`config.mk`:
```
export PLATFORM = sky130hd
export DESIGN_NAME = mac_operand_fetch_flat
export DESIGN_NICKNAME = d
export VERILOG_FILES = /design/src/rtl/mac_operand_fetch_pkg.sv /design/src/rtl/mac_operand_fetch_if.sv /design/src/rtl/mac_operand_fetch_opfifo.sv /design/src/rtl/mac_operand_fetch.sv /design/src/flat_wrapper.sv
export SDC_FILE = /design/constraint.sdc
export NUM_CORES = 1
export LEC_CHECK = 0
export CAP_MARGIN = 20
export CORE_ASPECT_RATIO = 2
export CORE_MARGIN = 8
export CORE_UTILIZATION = 40
export CTS_CLUSTER_DIAMETER = 40
export DETAILED_ROUTE_END_ITERATION = 7
export HOLD_SLACK_MARGIN = 0.03
export PLACE_DENSITY = 0.61
export RECOVER_POWER = 50
export SETUP_SLACK_MARGIN = 0.1
export SYNTH_ARGS = -nofsm -noshare
export SYNTH_HDL_FRONTEND = slang
export SYNTH_SLANG_ARGS = --single-unit
```
`constraint.sdc`:
```
create_clock -name clk -period 3.66 [get_ports clk]
set_input_delay 0.549 -clock clk [delete_from_list [all_inputs] [get_ports clk]]
set_output_delay 0.549 -clock clk [all_outputs]
set_load 0.005 [all_outputs]
```
`src/rtl/mac_operand_fetch_pkg.sv`:
```
// Shared types and defaults for the MAC operand fetch unit.
// FIFO entries are packed as {last, b, a} with a in the low DATA_W bits.
package mac_pkg;

  localparam int DATA_W_DEF = 8;
  localparam int ADDR_W_DEF = 4;
  localparam int DEPTH_DEF  = 4;

  typedef enum logic [1:0] {
    S_IDLE  = 2'd0,
    S_FETCH = 2'd1,
    S_DRAIN = 2'd2,
    S_DONE  = 2'd3
  } state_t;

  function automatic int entry_w(input int data_w);
    return 2 * data_w + 1;
  endfunction

endpackage

```
`src/rtl/mac_operand_fetch_if.sv`:
```
// Memory read ports and operand handshake between the fetch unit (master) and its memories/MAC (slave).
// Handshake: a pair transfers on a clock edge where op_valid & op_ready; while op_valid & !op_ready
// the master holds op_a/op_b/op_last stable. Memory rdata is valid the cycle after its rd strobe.
interface mac_operand_fetch_if #(
  parameter int DATA_W = 8,
  parameter int ADDR_W = 4
);
  logic              mem_a_rd;
  logic [ADDR_W-1:0] mem_a_addr;
  logic [DATA_W-1:0] mem_a_rdata;
  logic              mem_b_rd;
  logic [ADDR_W-1:0] mem_b_addr;
  logic [DATA_W-1:0] mem_b_rdata;
  logic              op_valid;
  logic              op_ready;
  logic [DATA_W-1:0] op_a;
  logic [DATA_W-1:0] op_b;
  logic              op_last;

  modport master (
    output mem_a_rd, mem_a_addr, input mem_a_rdata,
    output mem_b_rd, mem_b_addr, input mem_b_rdata,
    output op_valid, op_a, op_b, op_last,
    input  op_ready
  );

  modport slave (
    input  mem_a_rd, mem_a_addr, output mem_a_rdata,
    input  mem_b_rd, mem_b_addr, output mem_b_rdata,
    input  op_valid, op_a, op_b, op_last,
    output op_ready
  );
endinterface

```
`src/rtl/mac_operand_fetch_opfifo.sv`:
```
// Synchronous operand FIFO with occupancy count; no bypass, so data written is visible next cycle.
module mac_opfifo #(
  parameter int WIDTH = 17,
  parameter int DEPTH = 4,
  parameter int CNT_W = $clog2(DEPTH) + 1
) (
  input  logic             clk,
  input  logic             rst_n,
  input  logic             push,
  input  logic [WIDTH-1:0] wdata,
  input  logic             pop,
  output logic [WIDTH-1:0] rdata,
  output logic [CNT_W-1:0] count,
  output logic             full,
  output logic             empty
);
  localparam int PTR_W = $clog2(DEPTH);

  logic [WIDTH-1:0] mem [DEPTH];
  logic [PTR_W-1:0] wr_ptr;
  logic [PTR_W-1:0] rd_ptr;
  logic             do_push;
  logic             do_pop;

  assign empty   = (count == '0);
  assign full    = (count == CNT_W'(DEPTH));
  assign do_pop  = pop && !empty;
  // A full FIFO still accepts a write when the head leaves in the same cycle.
  assign do_push = push && (!full || do_pop);
  assign rdata   = mem[rd_ptr];

  always_ff @(posedge clk) begin
    if (do_push) begin
      mem[wr_ptr] <= wdata;
    end
  end

  always_ff @(posedge clk or negedge rst_n) begin
    if (!rst_n) begin
      wr_ptr <= '0;
      rd_ptr <= '0;
      count  <= '0;
    end else begin
      if (do_push) wr_ptr <= wr_ptr + PTR_W'(1);
      if (do_pop)  rd_ptr <= rd_ptr + PTR_W'(1);
      case ({do_push, do_pop})
        2'b10:   count <= count + CNT_W'(1);
        2'b01:   count <= count - CNT_W'(1);
        default: count <= count;
      endcase
    end
  end
endmodule

```
`src/rtl/mac_operand_fetch.sv`:
```
// Streams LEN element pairs from memories A/B into an operand FIFO for the MAC stage.
// Optional MAC_FETCH_PERF_EN adds a saturating stall_cnt output.
module mac_operand_fetch
  import mac_pkg::*;
#(
  parameter int DATA_W = DATA_W_DEF,
  parameter int ADDR_W = ADDR_W_DEF,
  parameter int DEPTH  = DEPTH_DEF
) (
  input  logic              clk,
  input  logic              rst_n,
  input  logic              start,
  input  logic [ADDR_W:0]   len,
  input  logic [ADDR_W-1:0] base_a,
  input  logic [ADDR_W-1:0] base_b,
  mac_operand_fetch_if.master bus,
  output logic              busy,
  output logic              done,
  output logic              err,
  output state_t            state_dbg
`ifdef MAC_FETCH_PERF_EN
  ,
  output logic [15:0]       stall_cnt
`endif
);
  localparam int CNT_W   = $clog2(DEPTH) + 1;
  localparam int ENTRY_W = entry_w(DATA_W);
  localparam logic [ADDR_W:0] ONE     = 1;
  localparam logic [CNT_W:0]  DEPTH_V = DEPTH;

  state_t            state;
  state_t            state_nx;
  logic [ADDR_W:0]   len_q;
  logic [ADDR_W:0]   idx;
  logic [ADDR_W-1:0] base_a_q;
  logic [ADDR_W-1:0] base_b_q;
  logic              inflight;
  logic              inflight_last;
  logic              start_ok;
  logic              rd;
  logic              last_rd;
  logic              pop;
  logic [CNT_W-1:0]  fifo_count;
  logic              fifo_full;
  logic              fifo_empty;
  logic [ENTRY_W-1:0] wr_entry;
  logic [ENTRY_W-1:0] head;

  assign start_ok = (state == S_IDLE) && start && (len != '0);
  // Reserve a slot for the read whose data is still on the memory bus.
  assign rd = (state == S_FETCH) && !fifo_full &&
              (({1'b0, fifo_count} + {{CNT_W{1'b0}}, inflight}) < DEPTH_V);
  assign last_rd = rd && ((idx + ONE) == len_q);

  always_comb begin
    state_nx = state;
    case (state)
      S_IDLE:  if (start_ok) state_nx = S_FETCH;
      S_FETCH: if (last_rd) state_nx = S_DRAIN;
      S_DRAIN: if (!inflight && fifo_empty) state_nx = S_DONE;
      S_DONE:  state_nx = S_IDLE;
      default: state_nx = S_IDLE;
    endcase
  end

  always_ff @(posedge clk or negedge rst_n) begin
    if (!rst_n) begin
      state         <= S_IDLE;
      len_q         <= '0;
      idx           <= '0;
      base_a_q      <= '0;
      base_b_q      <= '0;
      inflight      <= 1'b0;
      inflight_last <= 1'b0;
      err           <= 1'b0;
    end else begin
      state         <= state_nx;
      inflight      <= rd;
      inflight_last <= last_rd;
      err           <= (state == S_IDLE) && start && (len == '0);
      if (start_ok) begin
        len_q    <= len;
        base_a_q <= base_a;
        base_b_q <= base_b;
        idx      <= '0;
      end else if (rd) begin
        idx <= idx + ONE;
      end
    end
  end

  assign busy      = (state == S_FETCH) || (state == S_DRAIN);
  assign done      = (state == S_DONE);
  assign state_dbg = state;

  // Addresses wrap naturally in ADDR_W bits; they read as zero when no strobe is issued.
  assign bus.mem_a_rd   = rd;
  assign bus.mem_b_rd   = rd;
  assign bus.mem_a_addr = rd ? (base_a_q + idx[ADDR_W-1:0]) : '0;
  assign bus.mem_b_addr = rd ? (base_b_q + idx[ADDR_W-1:0]) : '0;

  assign wr_entry = {inflight_last, bus.mem_b_rdata, bus.mem_a_rdata};
  assign pop      = !fifo_empty && bus.op_ready;

  mac_opfifo #(
    .WIDTH (ENTRY_W),
    .DEPTH (DEPTH),
    .CNT_W (CNT_W)
  ) u_fifo (
    .clk   (clk),
    .rst_n (rst_n),
    .push  (inflight),
    .wdata (wr_entry),
    .pop   (pop),
    .rdata (head),
    .count (fifo_count),
    .full  (fifo_full),
    .empty (fifo_empty)
  );

  assign bus.op_valid = !fifo_empty;
  assign bus.op_a     = bus.op_valid ? head[DATA_W-1:0] : '0;
  assign bus.op_b     = bus.op_valid ? head[2*DATA_W-1:DATA_W] : '0;
  assign bus.op_last  = bus.op_valid ? head[ENTRY_W-1] : 1'b0;

`ifdef MAC_FETCH_PERF_EN
  always_ff @(posedge clk or negedge rst_n) begin
    if (!rst_n) begin
      stall_cnt <= '0;
    end else if (start_ok) begin
      stall_cnt <= '0;
    end else if (bus.op_valid && !bus.op_ready && (stall_cnt != 16'hFFFF)) begin
      stall_cnt <= stall_cnt + 16'd1;
    end
  end
`endif
endmodule

```
`src/flat_wrapper.sv`:
```
// flat-port wrapper written by rule: the top's interface ports become plain ports
module mac_operand_fetch_flat import mac_pkg::*;
#(
  parameter int DATA_W = DATA_W_DEF,
  parameter int ADDR_W = ADDR_W_DEF,
  parameter int DEPTH  = DEPTH_DEF
)
  (clk, rst_n, start, len, base_a, base_b, busy, done, err, state_dbg, bus_mem_a_rd, bus_mem_a_addr, bus_mem_a_rdata, bus_mem_b_rd, bus_mem_b_addr, bus_mem_b_rdata, bus_op_valid, bus_op_a, bus_op_b, bus_op_last, bus_op_ready);
  mac_operand_fetch_if #(.DATA_W(DATA_W), .ADDR_W(ADDR_W)) bus_i ();
  input  logic clk;
  input  logic rst_n;
  input  logic start;
  input  logic [ADDR_W:0] len;
  input  logic [ADDR_W-1:0] base_a;
  input  logic [ADDR_W-1:0] base_b;
  output logic busy;
  output logic done;
  output logic err;
  output state_t state_dbg;
  output wire logic [$bits(bus_i.mem_a_rd)-1:0] bus_mem_a_rd;
  output wire logic [$bits(bus_i.mem_a_addr)-1:0] bus_mem_a_addr;
  input wire logic [$bits(bus_i.mem_a_rdata)-1:0] bus_mem_a_rdata;
  output wire logic [$bits(bus_i.mem_b_rd)-1:0] bus_mem_b_rd;
  output wire logic [$bits(bus_i.mem_b_addr)-1:0] bus_mem_b_addr;
  input wire logic [$bits(bus_i.mem_b_rdata)-1:0] bus_mem_b_rdata;
  output wire logic [$bits(bus_i.op_valid)-1:0] bus_op_valid;
  output wire logic [$bits(bus_i.op_a)-1:0] bus_op_a;
  output wire logic [$bits(bus_i.op_b)-1:0] bus_op_b;
  output wire logic [$bits(bus_i.op_last)-1:0] bus_op_last;
  input wire logic [$bits(bus_i.op_ready)-1:0] bus_op_ready;
  assign bus_mem_a_rd = bus_i.mem_a_rd;
  assign bus_mem_a_addr = bus_i.mem_a_addr;
  assign bus_i.mem_a_rdata = bus_mem_a_rdata;
  assign bus_mem_b_rd = bus_i.mem_b_rd;
  assign bus_mem_b_addr = bus_i.mem_b_addr;
  assign bus_i.mem_b_rdata = bus_mem_b_rdata;
  assign bus_op_valid = bus_i.op_valid;
  assign bus_op_a = bus_i.op_a;
  assign bus_op_b = bus_i.op_b;
  assign bus_op_last = bus_i.op_last;
  assign bus_i.op_ready = bus_op_ready;
  mac_operand_fetch #(.DATA_W(DATA_W), .ADDR_W(ADDR_W), .DEPTH(DEPTH)) u_core (.clk(clk), .rst_n(rst_n), .start(start), .len(len), .base_a(base_a), .base_b(base_b), .bus(bus_i), .busy(busy), .done(done), .err(err), .state_dbg(state_dbg));
endmodule
```
==> impl_results.md <==
* Placed insts at just under 500
* Hold-fix buffers, CTS at 0
* Yosys reg bits at 98
* Final non-filler cell area at about 5500 um^2
* TritonCTS Sinks at 98
* H-tree depth at 3
* Worst Path Max Fanout at 11
* Maxcap violations at 1
* Worst endpoint data arrival time at 2.43 ns
* Seq/Total Area, Yosys at between 60% and 70%
* RSZ-0062 raised after global routing: false
* Final setup margin at around 0.68 ns
* Via-to-Cell Ratio at roughly 4.9
* Avg WL per Cell at between 15 and 20 um
* Hold wc startpoint: u_core.base_a_q[0]$_DFFE_PN0P_
* # IOs at 66
* Net Switching at about 1.3 mW
* Number of synthesized flops with an enable pin at 68
* Post-Syn Area at approximately 4300 um^2
* DRT antenna net count at 0
* Area leader, netlist: edfxtp_1
* CP startpoint kind: flop
* Critical path class: reg2out
* YS warnings at 0
* Largest net degree at the start of global routing at 31
* Area post-placement at 5200 um^2
* Pre-CTS setup slack at between 1 and 1.5 ns
* CTS root buf: clkbuf_16
* Top-area cell type share of the netlist area at around 47%
* Final non-filler cell total at ~500
* Synth Net Count at 343
* Initial antenna violation count at 0
* Overall routing resource usage at between 10% and 20%
* Fill cells at 930
* P per Cell Area at 761 nW/um^2
* Register area at approximately 2800 um^2
* Clk network pwr share at a little over a fifth
* Clk Latency, worst-skew pair at between 0.3 and 0.4 ns
* Reg power frac at between 30% and 40%
* Hold Path Class: reg2reg
* TritonCTS clock tree: yes
* Final max-slew violation count at 31
* Final clock period utilization by the worst path at 81.4%
* Final net count at approximately 420
* Violated checks: capacitance limit, slew limit
* Port bufs at 65
* Slew HR at -16.3%
* CTS Buffer Depth at 2
* Tmin final at a little under 3 ns
* Drt initial violations at 131
* Core area at around 11,000 um^2
* Die area at 14,700 um^2
* Top FF cell, synth: edfxtp_1
* Synth Instances at 290
* First-pass GRT wire length at about 14,000 um
* Status: complete, but fails checks
* Vias in the first global route at ~2,900
* Crit Reg-Reg Startpoint: u_core.state_dbg[1]$_DFFE_PN0P_
* Largest cells by area after synthesis: edfxtp_1, dfrtp_1, mux4_2, ha_1, nor2b_1
* Row cnt at between 50 and 60
* # DRC at 0
* Area taken by multi-input logic gates at between 1000 and 1500 um^2
* RD Place Congestion at between 0.7 and 0.8
* Leakage power at between 2 and 2.5 nW
* Worst R2R Path Depth at 7
* Share of layout cells above drive strength 1 at between 10% and 20%
* R2R Path End: u_core.state_dbg[1]$_DFFE_PN0P_
* Number of CTS-inserted buffers at 9
* Final hold violation count at 0
* Aggregate routed wire length at between 8000 and 9000 um
* Vias at about 2,500
* Final Power at 4.17 mW
* Count of cell types in the netlist at 36
* Die Ht at 163 um
* Max Fclk at 336 MHz
* Resized Gates After CTS at 0
* WP data required at approximately 3.1 ns
* Worst hold path depth at 2
* DPL Wire Length at 5970 um
* Worst-case vdd ir drop at 0.348 mV
* Worst slew pin tran at around 1.7 ns
* Area growth from synthesis to layout at 26.1%
* Antenna diode count at 0
* Comb pwr share at roughly two fifths
* Gr ovfl total at 0
* Critical Path Sink Type: output pin
* Setup TNS Final at 0 ns
* Setup Viol. Count Final at 0
* Worst-path clk slew at around 0.070 ns
* Clock skew at approximately 0.0091 ns
* 1st-pass router iterations at 4
* Internal power at between 2 and 3 mW
* Sw frac at between 30% and 40%
* Initial Utilization at roughly two fifths
* R2R setup slack at 1.30 ns
* Min-Delay Endpoint: u_core.base_a_q[0]$_DFFE_PN0P_
* Syn avg cell area at approximately 15 um^2
* Synth async-reset ratio at between 30% and 40%
* Setup repair bufs after CTS at 0
* Die Wd at about 90 um
[final cells by class]
class	count	area share, %
timing repair buffer	74	13.0
clock inverter	7	1.07
clock buffer	9	4.11
tap	140	3.20
sequential	98	51.0
inverter	19	1.30
multi-input combinational	164	26.4
[synth_stat cells (2+ instances only)]
library cell and instances:
nor2b_1 19, edfxtp_1 68, mux4_2 17, dfrtp_1 30, and2_1 6, a32o_1 2, nor3_1 2, nand4_1 3
ha_1 17, clkbuf_1 4, nor2_1 15, xor2_1 8, mux2i_1 2, mux2_2 2, buf_2 3, inv_1 18
nand3_1 3, a21oi_1 5, o21ai_0 4, nand2_1 30, a21o_1 3, fa_1 3, xnor2_1 13
[power groups by stage]
| stage | registers, mW | clock network [mW] | logic [mW] |
|---|---|---|---|
| floorplan | 1.54 | 0 | 1.05 |
| global placement | 1.62 | 0 | 1.67 |
| detailed placement | 1.63 | 0 | 1.71 |
| CTS | 1.61 | 0.921 | 1.73 |
| global route | 1.64 | 0.963 | 1.88 |
| finish | 1.60 | 0.894 | 1.67 |
[worst max-delay path by stage]
stage	startpoint	endpoint	slack, ns
5_1_grt	u_core.state_dbg[1]$_DFFE_PN0P_	bus_mem_b_addr[0]	0.47
6_report	u_core.state_dbg[1]$_DFFE_PN0P_	bus_mem_a_addr[0]	0.68
3_3_place_gp	bus_op_ready	u_core.u_fifo.count[2]$_DFFE_PN0P_	1.09
2_1_floorplan	u_core.idx[0]$_DFFE_PN0P_	u_core.state_dbg[1]$_DFFE_PN0P_	1.54
3_5_place_dp	bus_op_ready	u_core.u_fifo.count[2]$_DFFE_PN0P_	1.02
4_1_cts	u_core.u_fifo.rd_ptr[1]$_DFFE_PN0P_	bus_op_a[7]	0.71
[placed cells by master (no fill, tap or decap), types with 2 or more instances in the layout]
| cell | instances |
|---|---|
| dfrtp_1 | 30 |
| clkdlybuf4s50_1 | 46 |
| o21ai_0 | 4 |
| a21oi_1 | 5 |
| nand2_1 | 30 |
| edfxtp_1 | 68 |
| nor2_1 | 15 |
| mux4_2 | 17 |
| nand3_1 | 3 |
| mux2i_1 | 2 |
| inv_1 | 19 |
| mux2_2 | 2 |
| nor2b_1 | 19 |
| xnor2_1 | 13 |
| inv_6 | 3 |
| ha_1 | 17 |
| nand4_1 | 3 |
| and2_1 | 6 |
| clkbuf_16 | 9 |
| a32o_1 | 2 |
| fa_1 | 3 |
| buf_4 | 7 |
| dlygate4sd3_1 | 19 |
| clkbuf_1 | 2 |
| a21o_1 | 3 |
| xor2_1 | 8 |
[worst max-delay path, cell delays in order, from the launching register on]
cell	delay, ns
dfrtp_1	0.42
inv_1	0.11
ha_1	0.26
nand3_2	0.23
inv_1	0.36
and2_1	0.20
clkdlybuf4s50_1	0.51
[through the flow]
| step | hold slack [ns] | utilization (%) |
|---|---|---|
| 2_1_floorplan | 0.253 | - |
| 3_3_place_gp | 0.477 | 48.4 |
| 3_5_place_dp | 0.487 | 48.4 |
| 4_1_cts | 0.505 | 51.1 |
| 5_1_grt | 0.525 | 51.0 |
| 6_report | 0.501 | 51.0 |
[logic make-up after synthesis]
family                     Yosys count  synth area share, %
AOI/OAI and AO/OA                   19                 3.22
xor gates and xnor gates            21                 4.23
adders and majority gates           20                 6.28
buffers and inverters               28                 2.59
DFF                                 98                 64.3
muxes                               22                 10.0
and+or+nand+nor                     82                 9.36
[metal layers]
layer	up-vias	routed length, um	GRT usage, %
met2	61	4390	21.8
met1	1253	3630	14.1
li1	1199	-	-
met5	-	0	0
met4	0	133	4.73
met3	10	509	4.14
[state kept, by name, summed over array words and instances, names as in the netlist]
register / cells
u_core.base_a_q: 4
u_core.base_b_q: 4
u_core.err: 1
u_core.idx: 5
u_core.inflight: 1
u_core.inflight_last: 1
u_core.len_q: 5
u_core.state_dbg: 2
u_core.u_fifo.count: 3
u_core.u_fifo.mem: 68
u_core.u_fifo.rd_ptr: 2
u_core.u_fifo.wr_ptr: 2
Note: power is estimated with default switching activity, not from simulation.
